[src/rtl/sha1_pkg.sv]
// Shared SHA-1 definitions: IV and round constants (also used by the round core),
// block-framing parameters, buffer and issue state encodings, and the padding helper.
package sha1_pkg;

    // Initial hash value; the round core always starts from these.
    localparam logic [31:0] IV_H0 = 32'h6745_2301;
    localparam logic [31:0] IV_H1 = 32'hEFCD_AB89;
    localparam logic [31:0] IV_H2 = 32'h98BA_DCFE;
    localparam logic [31:0] IV_H3 = 32'h1032_5476;
    localparam logic [31:0] IV_H4 = 32'hC3D2_E1F0;

    // Round constants, one per 20-round phase.
    localparam logic [31:0] K_0 = 32'h5A82_7999;
    localparam logic [31:0] K_1 = 32'h6ED9_EBA1;
    localparam logic [31:0] K_2 = 32'h8F1B_BCDC;
    localparam logic [31:0] K_3 = 32'hCA62_C1D6;

    localparam int FRAME_LEN  = 80;  // clocks per block, one round per clock
    localparam int PHASE_LEN  = 20;  // rounds between phase_advance7 pulses
    localparam int LOAD_WORDS = 16;  // schedule words loaded per block
    localparam int MAX_BYTES  = 55;  // largest message that fits one padded block

    typedef enum logic [1:0] {EMPTY, FILLING, FULL, ISSUING} buf_state_t;
    typedef enum logic {ISS_IDLE, ISS_RUN} issue_state_t;

    // Final message word with the 0x80 marker placed after its n valid bytes.
    // For n = 4 the word is unchanged; the marker goes into the following word.
    function automatic logic [31:0] pad_last_word(input logic [31:0] w, input logic [2:0] n);
        case (n)
            3'd0:    return 32'h8000_0000;
            3'd1:    return {w[31:24], 24'h80_0000};
            3'd2:    return {w[31:16], 16'h8000};
            3'd3:    return {w[31:8], 8'h80};
            default: return w;
        endcase
    endfunction

endpackage

[src/rtl/sha1_msg_buffer.sv]
// One ping-pong block buffer: collects message words, inserts SHA-1 padding and the bit
// length on the last word, drops overlong messages, and serves words to the issue side.
module sha1_msg_buffer
    import sha1_pkg::*;
(
    input  logic        clk,
    input  logic        rst_n,
    input  logic        wr_en,        // message word accepted into this buffer
    input  logic [31:0] msg_word,
    input  logic [2:0]  msg_bytes,
    input  logic        msg_last,
    input  logic        issue_start,  // issue side claims a FULL buffer
    input  logic        issue_done,   // issue side has read the last word
    input  logic [3:0]  rd_idx,
    output logic [31:0] rd_word,
    output logic        fill_ok,      // can take words (EMPTY or FILLING, including drop)
    output logic        full,
    output logic        complete,     // accepted last word of a message that fits
    output logic        err
);

    buf_state_t  state_q, state_d;
    logic [3:0]  idx_q, idx_d;
    logic        drop_q, drop_d;
    logic        err_q, err_d;
    logic [31:0] mem_q [LOAD_WORDS];
    logic [31:0] mem_d [LOAD_WORDS];
    logic [5:0]  total_bytes;
    logic [8:0]  bit_len;
    logic        overlong;

    assign total_bytes = {idx_q, 2'b00} + {3'b000, msg_bytes};
    assign bit_len     = {total_bytes, 3'b000};
    // A 15th word, or a last word pushing the total past the single-block limit.
    assign overlong    = (idx_q >= 4'd14) || (msg_last && (total_bytes > 6'(MAX_BYTES)));

    // Fill / drop / issue state transitions and next contents of the word store.
    always_comb begin
        // NOTE: every signal gets a default before any branch so no latch is inferred.
        state_d  = state_q;
        idx_d    = idx_q;
        drop_d   = drop_q;
        err_d    = 1'b0;
        complete = 1'b0;
        for (int i = 0; i < LOAD_WORDS; i++) begin
            mem_d[i] = mem_q[i];
        end

        if (wr_en) begin
            if (drop_q || overlong) begin
                if (msg_last) begin
                    state_d = EMPTY;
                    idx_d   = '0;
                    drop_d  = 1'b0;
                    err_d   = 1'b1;
                end else begin
                    state_d = FILLING;
                    drop_d  = 1'b1;
                end
            end else if (msg_last) begin
                for (int i = 0; i < LOAD_WORDS; i++) begin
                    if (4'(i) == idx_q) begin
                        mem_d[i] = pad_last_word(msg_word, msg_bytes);
                    end else if ((4'(i) == idx_q + 4'd1) && (msg_bytes >= 3'd4)) begin
                        mem_d[i] = 32'h8000_0000;
                    end else if (4'(i) > idx_q) begin
                        mem_d[i] = 32'h0;
                    end
                end
                mem_d[LOAD_WORDS-1] = {23'd0, bit_len};
                state_d  = FULL;
                idx_d    = '0;
                complete = 1'b1;
            end else begin
                mem_d[idx_q] = msg_word;
                idx_d        = idx_q + 4'd1;
                state_d      = FILLING;
            end
        end

        if (issue_start && (state_q == FULL)) begin
            state_d = ISSUING;
        end
        if (issue_done && (state_q == ISSUING)) begin
            state_d = EMPTY;
        end
    end

    // Control state register.
    always_ff @(posedge clk or negedge rst_n) begin
        // NOTE: sequential state uses non-blocking assignments so every flop samples pre-edge values.
        if (!rst_n) begin
            state_q <= EMPTY;
            idx_q   <= '0;
            drop_q  <= 1'b0;
            err_q   <= 1'b0;
        end else begin
            state_q <= state_d;
            idx_q   <= idx_d;
            drop_q  <= drop_d;
            err_q   <= err_d;
        end
    end

    // Word store.
    always_ff @(posedge clk) begin
        // NOTE: the store has no reset; every word is rewritten before a buffer can go FULL.
        for (int i = 0; i < LOAD_WORDS; i++) begin
            mem_q[i] <= mem_d[i];
        end
    end

    assign rd_word = mem_q[rd_idx];
    assign fill_ok = (state_q == EMPTY) || (state_q == FILLING);
    assign full    = (state_q == FULL);
    assign err     = err_q;

endmodule

[src/rtl/sha1_block_feeder.sv]
// SHA-1 block feeder: steers incoming messages into two alternating block buffers and
// issues each padded block to the round core as an 80-clock frame with load/phase strobes.
module sha1_block_feeder
    import sha1_pkg::*;
(
    input  logic        clk,
    input  logic        rst_n,
    input  logic [31:0] msg_word,
    input  logic [2:0]  msg_bytes,
    input  logic        msg_last,
    input  logic        msg_valid,
    output logic        msg_ready,
    output logic        msg_err,
    output logic        load7,
    output logic        phase_advance7,
    output logic [31:0] din,
    output logic        frame_start
);

    logic         fill_sel_q, fill_sel_d;
    logic         issue_sel_q, issue_sel_d;
    issue_state_t ist_q, ist_d;
    logic [6:0]   fc_q, fc_d;
    logic         ready_en_q, ready_en_d;

    logic [1:0]   buf_wr, buf_start, buf_done;
    logic [1:0]   buf_fill_ok, buf_full, buf_complete, buf_err;
    logic [31:0]  buf_rd [2];
    logic [3:0]   rd_idx;
    logic         accept, running, other_sel;

    assign accept     = msg_valid && msg_ready;
    assign buf_wr     = {accept && fill_sel_q, accept && !fill_sel_q};
    assign ready_en_d = 1'b1;
    assign other_sel  = ~issue_sel_q;

    sha1_msg_buffer u_buf0 (
        .clk         (clk),
        .rst_n       (rst_n),
        .wr_en       (buf_wr[0]),
        .msg_word    (msg_word),
        .msg_bytes   (msg_bytes),
        .msg_last    (msg_last),
        .issue_start (buf_start[0]),
        .issue_done  (buf_done[0]),
        .rd_idx      (rd_idx),
        .rd_word     (buf_rd[0]),
        .fill_ok     (buf_fill_ok[0]),
        .full        (buf_full[0]),
        .complete    (buf_complete[0]),
        .err         (buf_err[0])
    );

    sha1_msg_buffer u_buf1 (
        .clk         (clk),
        .rst_n       (rst_n),
        .wr_en       (buf_wr[1]),
        .msg_word    (msg_word),
        .msg_bytes   (msg_bytes),
        .msg_last    (msg_last),
        .issue_start (buf_start[1]),
        .issue_done  (buf_done[1]),
        .rd_idx      (rd_idx),
        .rd_word     (buf_rd[1]),
        .fill_ok     (buf_fill_ok[1]),
        .full        (buf_full[1]),
        .complete    (buf_complete[1]),
        .err         (buf_err[1])
    );

    // Fill side moves to the other buffer once a message has been fully captured.
    always_comb begin
        fill_sel_d = fill_sel_q ^ (|buf_complete);
    end

    // Issue FSM: frame counter, buffer claim/release, back-to-back hand-over at fc 79.
    always_comb begin
        ist_d       = ist_q;
        fc_d        = fc_q;
        issue_sel_d = issue_sel_q;
        buf_start   = '0;
        buf_done    = '0;
        case (ist_q)
            ISS_IDLE: begin
                if (buf_full[issue_sel_q]) begin
                    ist_d                  = ISS_RUN;
                    fc_d                   = '0;
                    buf_start[issue_sel_q] = 1'b1;
                end
            end
            ISS_RUN: begin
                if (fc_q == 7'(LOAD_WORDS)) begin
                    buf_done[issue_sel_q] = 1'b1;
                end
                if (fc_q == 7'(FRAME_LEN - 1)) begin
                    issue_sel_d = other_sel;
                    fc_d        = '0;
                    if (buf_full[other_sel]) begin
                        buf_start[other_sel] = 1'b1;
                    end else begin
                        ist_d = ISS_IDLE;
                    end
                end else begin
                    fc_d = fc_q + 7'd1;
                end
            end
            default: ist_d = ISS_IDLE;
        endcase
    end

    // Top-level state register; reset abandons any in-flight frame.
    always_ff @(posedge clk or negedge rst_n) begin
        if (!rst_n) begin
            fill_sel_q  <= 1'b0;
            issue_sel_q <= 1'b0;
            ist_q       <= ISS_IDLE;
            fc_q        <= '0;
            ready_en_q  <= 1'b0;
        end else begin
            fill_sel_q  <= fill_sel_d;
            issue_sel_q <= issue_sel_d;
            ist_q       <= ist_d;
            fc_q        <= fc_d;
            ready_en_q  <= ready_en_d;
        end
    end

    assign running        = (ist_q == ISS_RUN);
    assign rd_idx         = fc_q[3:0] - 4'd1;  // fc 16 wraps to word 15
    assign msg_ready      = ready_en_q && buf_fill_ok[fill_sel_q];
    assign msg_err        = |buf_err;
    assign frame_start    = running && (fc_q == 7'd0);
    assign load7          = running && (fc_q < 7'(LOAD_WORDS));
    assign phase_advance7 = running && ((fc_q == 7'd0) ||
                                        (fc_q == 7'(PHASE_LEN)) ||
                                        (fc_q == 7'(2 * PHASE_LEN)) ||
                                        (fc_q == 7'(3 * PHASE_LEN)));
    assign din            = (running && (fc_q != 7'd0) && (fc_q <= 7'(LOAD_WORDS)))
                            ? buf_rd[issue_sel_q] : 32'h0;

endmodule
[config.mk]
export PLATFORM = sky130hd
export DESIGN_NAME = sha1_block_feeder
export DESIGN_NICKNAME = d
export VERILOG_FILES = /design/src/rtl/sha1_pkg.sv /design/src/rtl/sha1_msg_buffer.sv /design/src/rtl/sha1_block_feeder.sv
export SDC_FILE = /design/constraint.sdc
export NUM_CORES = 2
export LEC_CHECK = 0
export BUFFER_PORTS_ARGS = -buffer_cell sky130_fd_sc_hd__clkbuf_2
export CAP_MARGIN = 10
export CELL_PAD_IN_SITES_DETAIL_PLACEMENT = 2
export CELL_PAD_IN_SITES_GLOBAL_PLACEMENT = 2
export CORE_UTILIZATION = 46
export CTS_CLUSTER_DIAMETER = 100
export DETAILED_ROUTE_END_ITERATION = 10
export PLACE_DENSITY = 0.89
export SYNTH_ARGS = -nofsm -noshare
export SYNTH_HDL_FRONTEND = slang
export SYNTH_HIERARCHICAL = 1
export SYNTH_SLANG_ARGS = --single-unit
[constraint.sdc]
create_clock -name clk -period 6.41 [get_ports clk]
set_input_delay 0.9615 -clock clk [delete_from_list [all_inputs] [get_ports clk]]
set_output_delay 0.9615 -clock clk [all_outputs]
set_load 0.03 [all_outputs]
==> results.md <==
- P&R area growth vs syn: 11.9%
- Actual slew at the worst max-slew pin: 1.38 ns
- Final min period: 5.80 ns
- Inserted Clock Buffers: 114
- Core Region: 105000 um2
- Slew HR: 8.18%
- Max Clock Skew: 0.0398 ns
- Initial antenna violation count: 6
- Critical path peak fanout: 34
- Worst r2r src: u_buf0/idx_q[1]
- Synth top area share: 62.9%
- Post-synth ARST share: 2.57%
- CP arrival: 4.83 ns
- Yosys warnings: 6
- CP max-delay cell: buf_4
- Share of layout cells above drive strength 1: 19.0%
- Pin count of the biggest net entering global routing: 111
- Min Hold Slack: 0.337 ns
- Final wirelength: 210000 um
- Status: completed
- Leading area contributor after synthesis: edfxtp_1
- Port Buf Inserts: 75
- H-Tree Depth: 3
- Deepest clock path buffer count: 3
- Seq/Total Area, Yosys: 64.3%
- Max-Cap Viols: 0
- PD cells: 496 nW/um2
- Worst Path Required: 5.45 ns
- Placed wire-length estimate: 125000 um
- Setup TNS: 0 ns
- Fin. Hold Viols: 0
- Final nets: 3610
- Worst path bufs/invs: 3
- Setup crit start kind: flip-flop
- Total number of vias: 35400
- Die area: 108000 um2
- Clock root cell: clkbuf_16
- VDD IR max: 0.000494 V
- Die Width: 328 um
- Hold-fix buffers at CTS: 0
- Seq cells post-synth: 1051
- WS Path Type: reg -> out
- Row count: 119
- Max incr delay on CP: 0.83 ns
- Crit path cell chain: inv_8 -> ha_1 -> xor2_4 -> buf_4 -> nor2b_4 -> a22oi_1 -> nand2_1 -> mux2i_1 -> nor3_1 -> clkbuf_2
- Final worst path period share: 90.4%
- Final Max Tran Viols: 0
- Final setup fails: 0
- Worst-Skew Late Latency: 0.75 ns
- Mux contribution to synthesized area: 14.2%
- Final Wtd Congestion: 0.855
- Adder-cell share of the synthesized area: 0.410%
- Routed len/inst: 41.6 um
- Tot GR Track Use: 39.3%
- RSZ-0062 raised after global routing: no
- I/O Pins: 76
- Post-DR vias/cell: 7.02
- Multi-input gate area: 16600 um2
- Pre-antenna DRT Iters: 6
- Die H: 328 um
- Initial DRC Count: 5076
- First-pass GRT wire length: 295000 um
- FF/Latch Area: 31400 um2
- Syn nets: 3563
- Largest family of logic cells by synthesized area: multiplexers
- R2R Setup Slk: 1.53 ns
- EDFF count, synth: 1024
- Synth area leaders: edfxtp_1 (63%), mux4_2 (13%), nor2_1 (5.4%)
- Most used DFF post-synth: edfxtp_1
- Number of global-route vias before repair: 38100
- DRT antenna net count: 0
- # DRC: 0
- Resize count post-CTS: 0
- Max Freq: 0.173 GHz
- Fillers: 9599
- Overflow after GRT: 0
- Xor/xnor share of the synthesized area: 0.343%
- Postcts setup bufs: 0
- Post-synthesis compound-gate area fraction: 4.74%
- Post-synth design cell area: 48900 um2
- Simple-Gate Fraction of Synth Area: 13.4%
- Worst R2R Path Depth: 7
- Synth unique cells: 77
- Reg2reg end: u_buf0/mem_q[0][21]
- CTS clock-pin slew for the worst setup and hold paths: 0.07 ns
- Initial Util: 46.4%
- Setup crit end kind: output pin
- CTS Sinks: 1051
- CTS tree: built
- Mapped Avg Cell Area: 13.9 um2
- Delay-heaviest family, CP: buffers and inverters
- LEAKAGE: 18.5 nW
- Post-synthesis cell count: 3508
- Hold WC Path Type: in -> async
[worst reg2reg max path, delay by kind of cell (launching register included)]
family / cells / cell delay [ns]
simple gates: 3 / 1.43
compound gates: 2 / 1.03
flops: 1 / 0.81
fa+ha+maj: 1 / 0.80
buf+inv: 1 / 0.45
[synthesized netlist by cell type, types with 16 or more instances]
| master | number |
|---|---|
| a22oi_1 | 68 |
| ha_1 | 16 |
| buf_2 | 42 |
| mux2i_1 | 43 |
| edfxtp_1 | 1024 |
| clkbuf_1 | 154 |
| buf_6 | 17 |
| nor3_1 | 45 |
| dfrtp_1 | 27 |
| and3_1 | 16 |
| o21ai_0 | 29 |
| mux4_2 | 288 |
| o21ai_1 | 17 |
| nand3_1 | 46 |
| nand2_1 | 296 |
| o22ai_1 | 45 |
| buf_1 | 18 |
| nor2_1 | 709 |
| inv_1 | 28 |
| nor2b_1 | 132 |
| and2_1 | 168 |
| a21oi_1 | 105 |
[sequential cells by signal, summed over array words and instances (netlist names)]
register and cells:
u_buf1/state_q 2, u_buf0/idx_q 4, fill_sel_q 1, u_buf1/err 1, u_buf1/mem_q 512, ready_en_q 1
u_buf0/state_q 2, issue_sel_q 1, ist_q 1, u_buf1/drop_q 1, u_buf0/err 1, u_buf0/drop_q 1
fc_q 7, u_buf1/idx_q 4, u_buf0/mem_q 512
[report_power, final]
part	switching [mW]	internal [mW]	total, mW
Clock	3.01	3.56	6.57
Sequential	0.385	8.27	8.65
Combinational	7.84	4.02	11.9
[through the flow]
stage / cell area, um2 / power, mW / utilization, % / worst slack [ns] / cells
CTS: 54600 / 26.8 / 51.9 / 0.653 / 5039
floorplan: 48900 / 15.7 / - / 1.42 / 3508
global placement: 51100 / 19.3 / 48.5 / 1.76 / 4828
global route: 54700 / 27.5 / 51.9 / 0.390 / 5042
detailed placement: 51100 / 20.0 / 48.5 / 1.49 / 4828
finish: 54700 / 27.1 / 51.9 / 0.615 / 5042
[cells in the final DEF (no fill, tap or decap), types with 22 or more instances in the layout]
master	instances
clkbuf_2	74
nor3_1	42
o22ai_1	37
clkbuf_1	24
nor2_1	703
and2_1	168
nand2_1	292
o21ai_0	29
clkbuf_16	114
buf_4	94
inv_1	25
nand3_1	42
clkinv_1	32
mux2i_1	43
mux4_2	288
a22oi_1	68
dfrtp_1	26
nor2b_1	130
clkinv_2	22
edfxtp_1	1024
a21oi_1	97
[logic make-up (layout without fill, tap and decap cells)]
group | Yosys count | count (layout)
AOI/OAI and AO/OA | 357 | 357
xor gates and xnor gates | 17 | 17
adders and majority gates | 16 | 16
buffers and inverters | 275 | 417
DFF | 1051 | 1051
muxes | 333 | 333
other | 1 | 2
and+or+nand+nor | 1458 | 1458
[area by class of cell]
class | instances | share of cell area [%]
clock inverters | 73 | 1.12
multi-input cells | 2182 | 30.3
clock buffers | 138 | 5.38
diodes | 1 | 0.00458
flip-flops and latches | 1051 | 57.5
well taps | 1391 | 3.18
inverters | 30 | 0.234
repair buffers | 176 | 2.25
[routing by layer]
metal / share of wire [%] / global-route usage [%] / up-vias / wire, um
li1: - / - / 13200 / -
met1: 35 / 48.3 / 18600 / 72500
met2: 49 / 65.0 / 2833 / 103000
met3: 9.7 / 7.03 / 778 / 20400
met4: 6.8 / 23.2 / 2 / 14300
met5: 0.0062 / 0 / - / 13
[how the worst max path moves through the flow]
stage,startpoint,to,slack (ns),cells past startpoint
finish,fc_q[0],din[31],0.61,10
global route,fc_q[0],din[11],0.39,10
CTS,fc_q[0],din[31],0.65,10
detailed placement,fc_q[0],din[28],1.49,11
global placement,fc_q[0],din[30],1.76,11
floorplan,msg_bytes[2],u_buf0/mem_q[5][0],1.42,7
(Power assumes the default switching activity.)
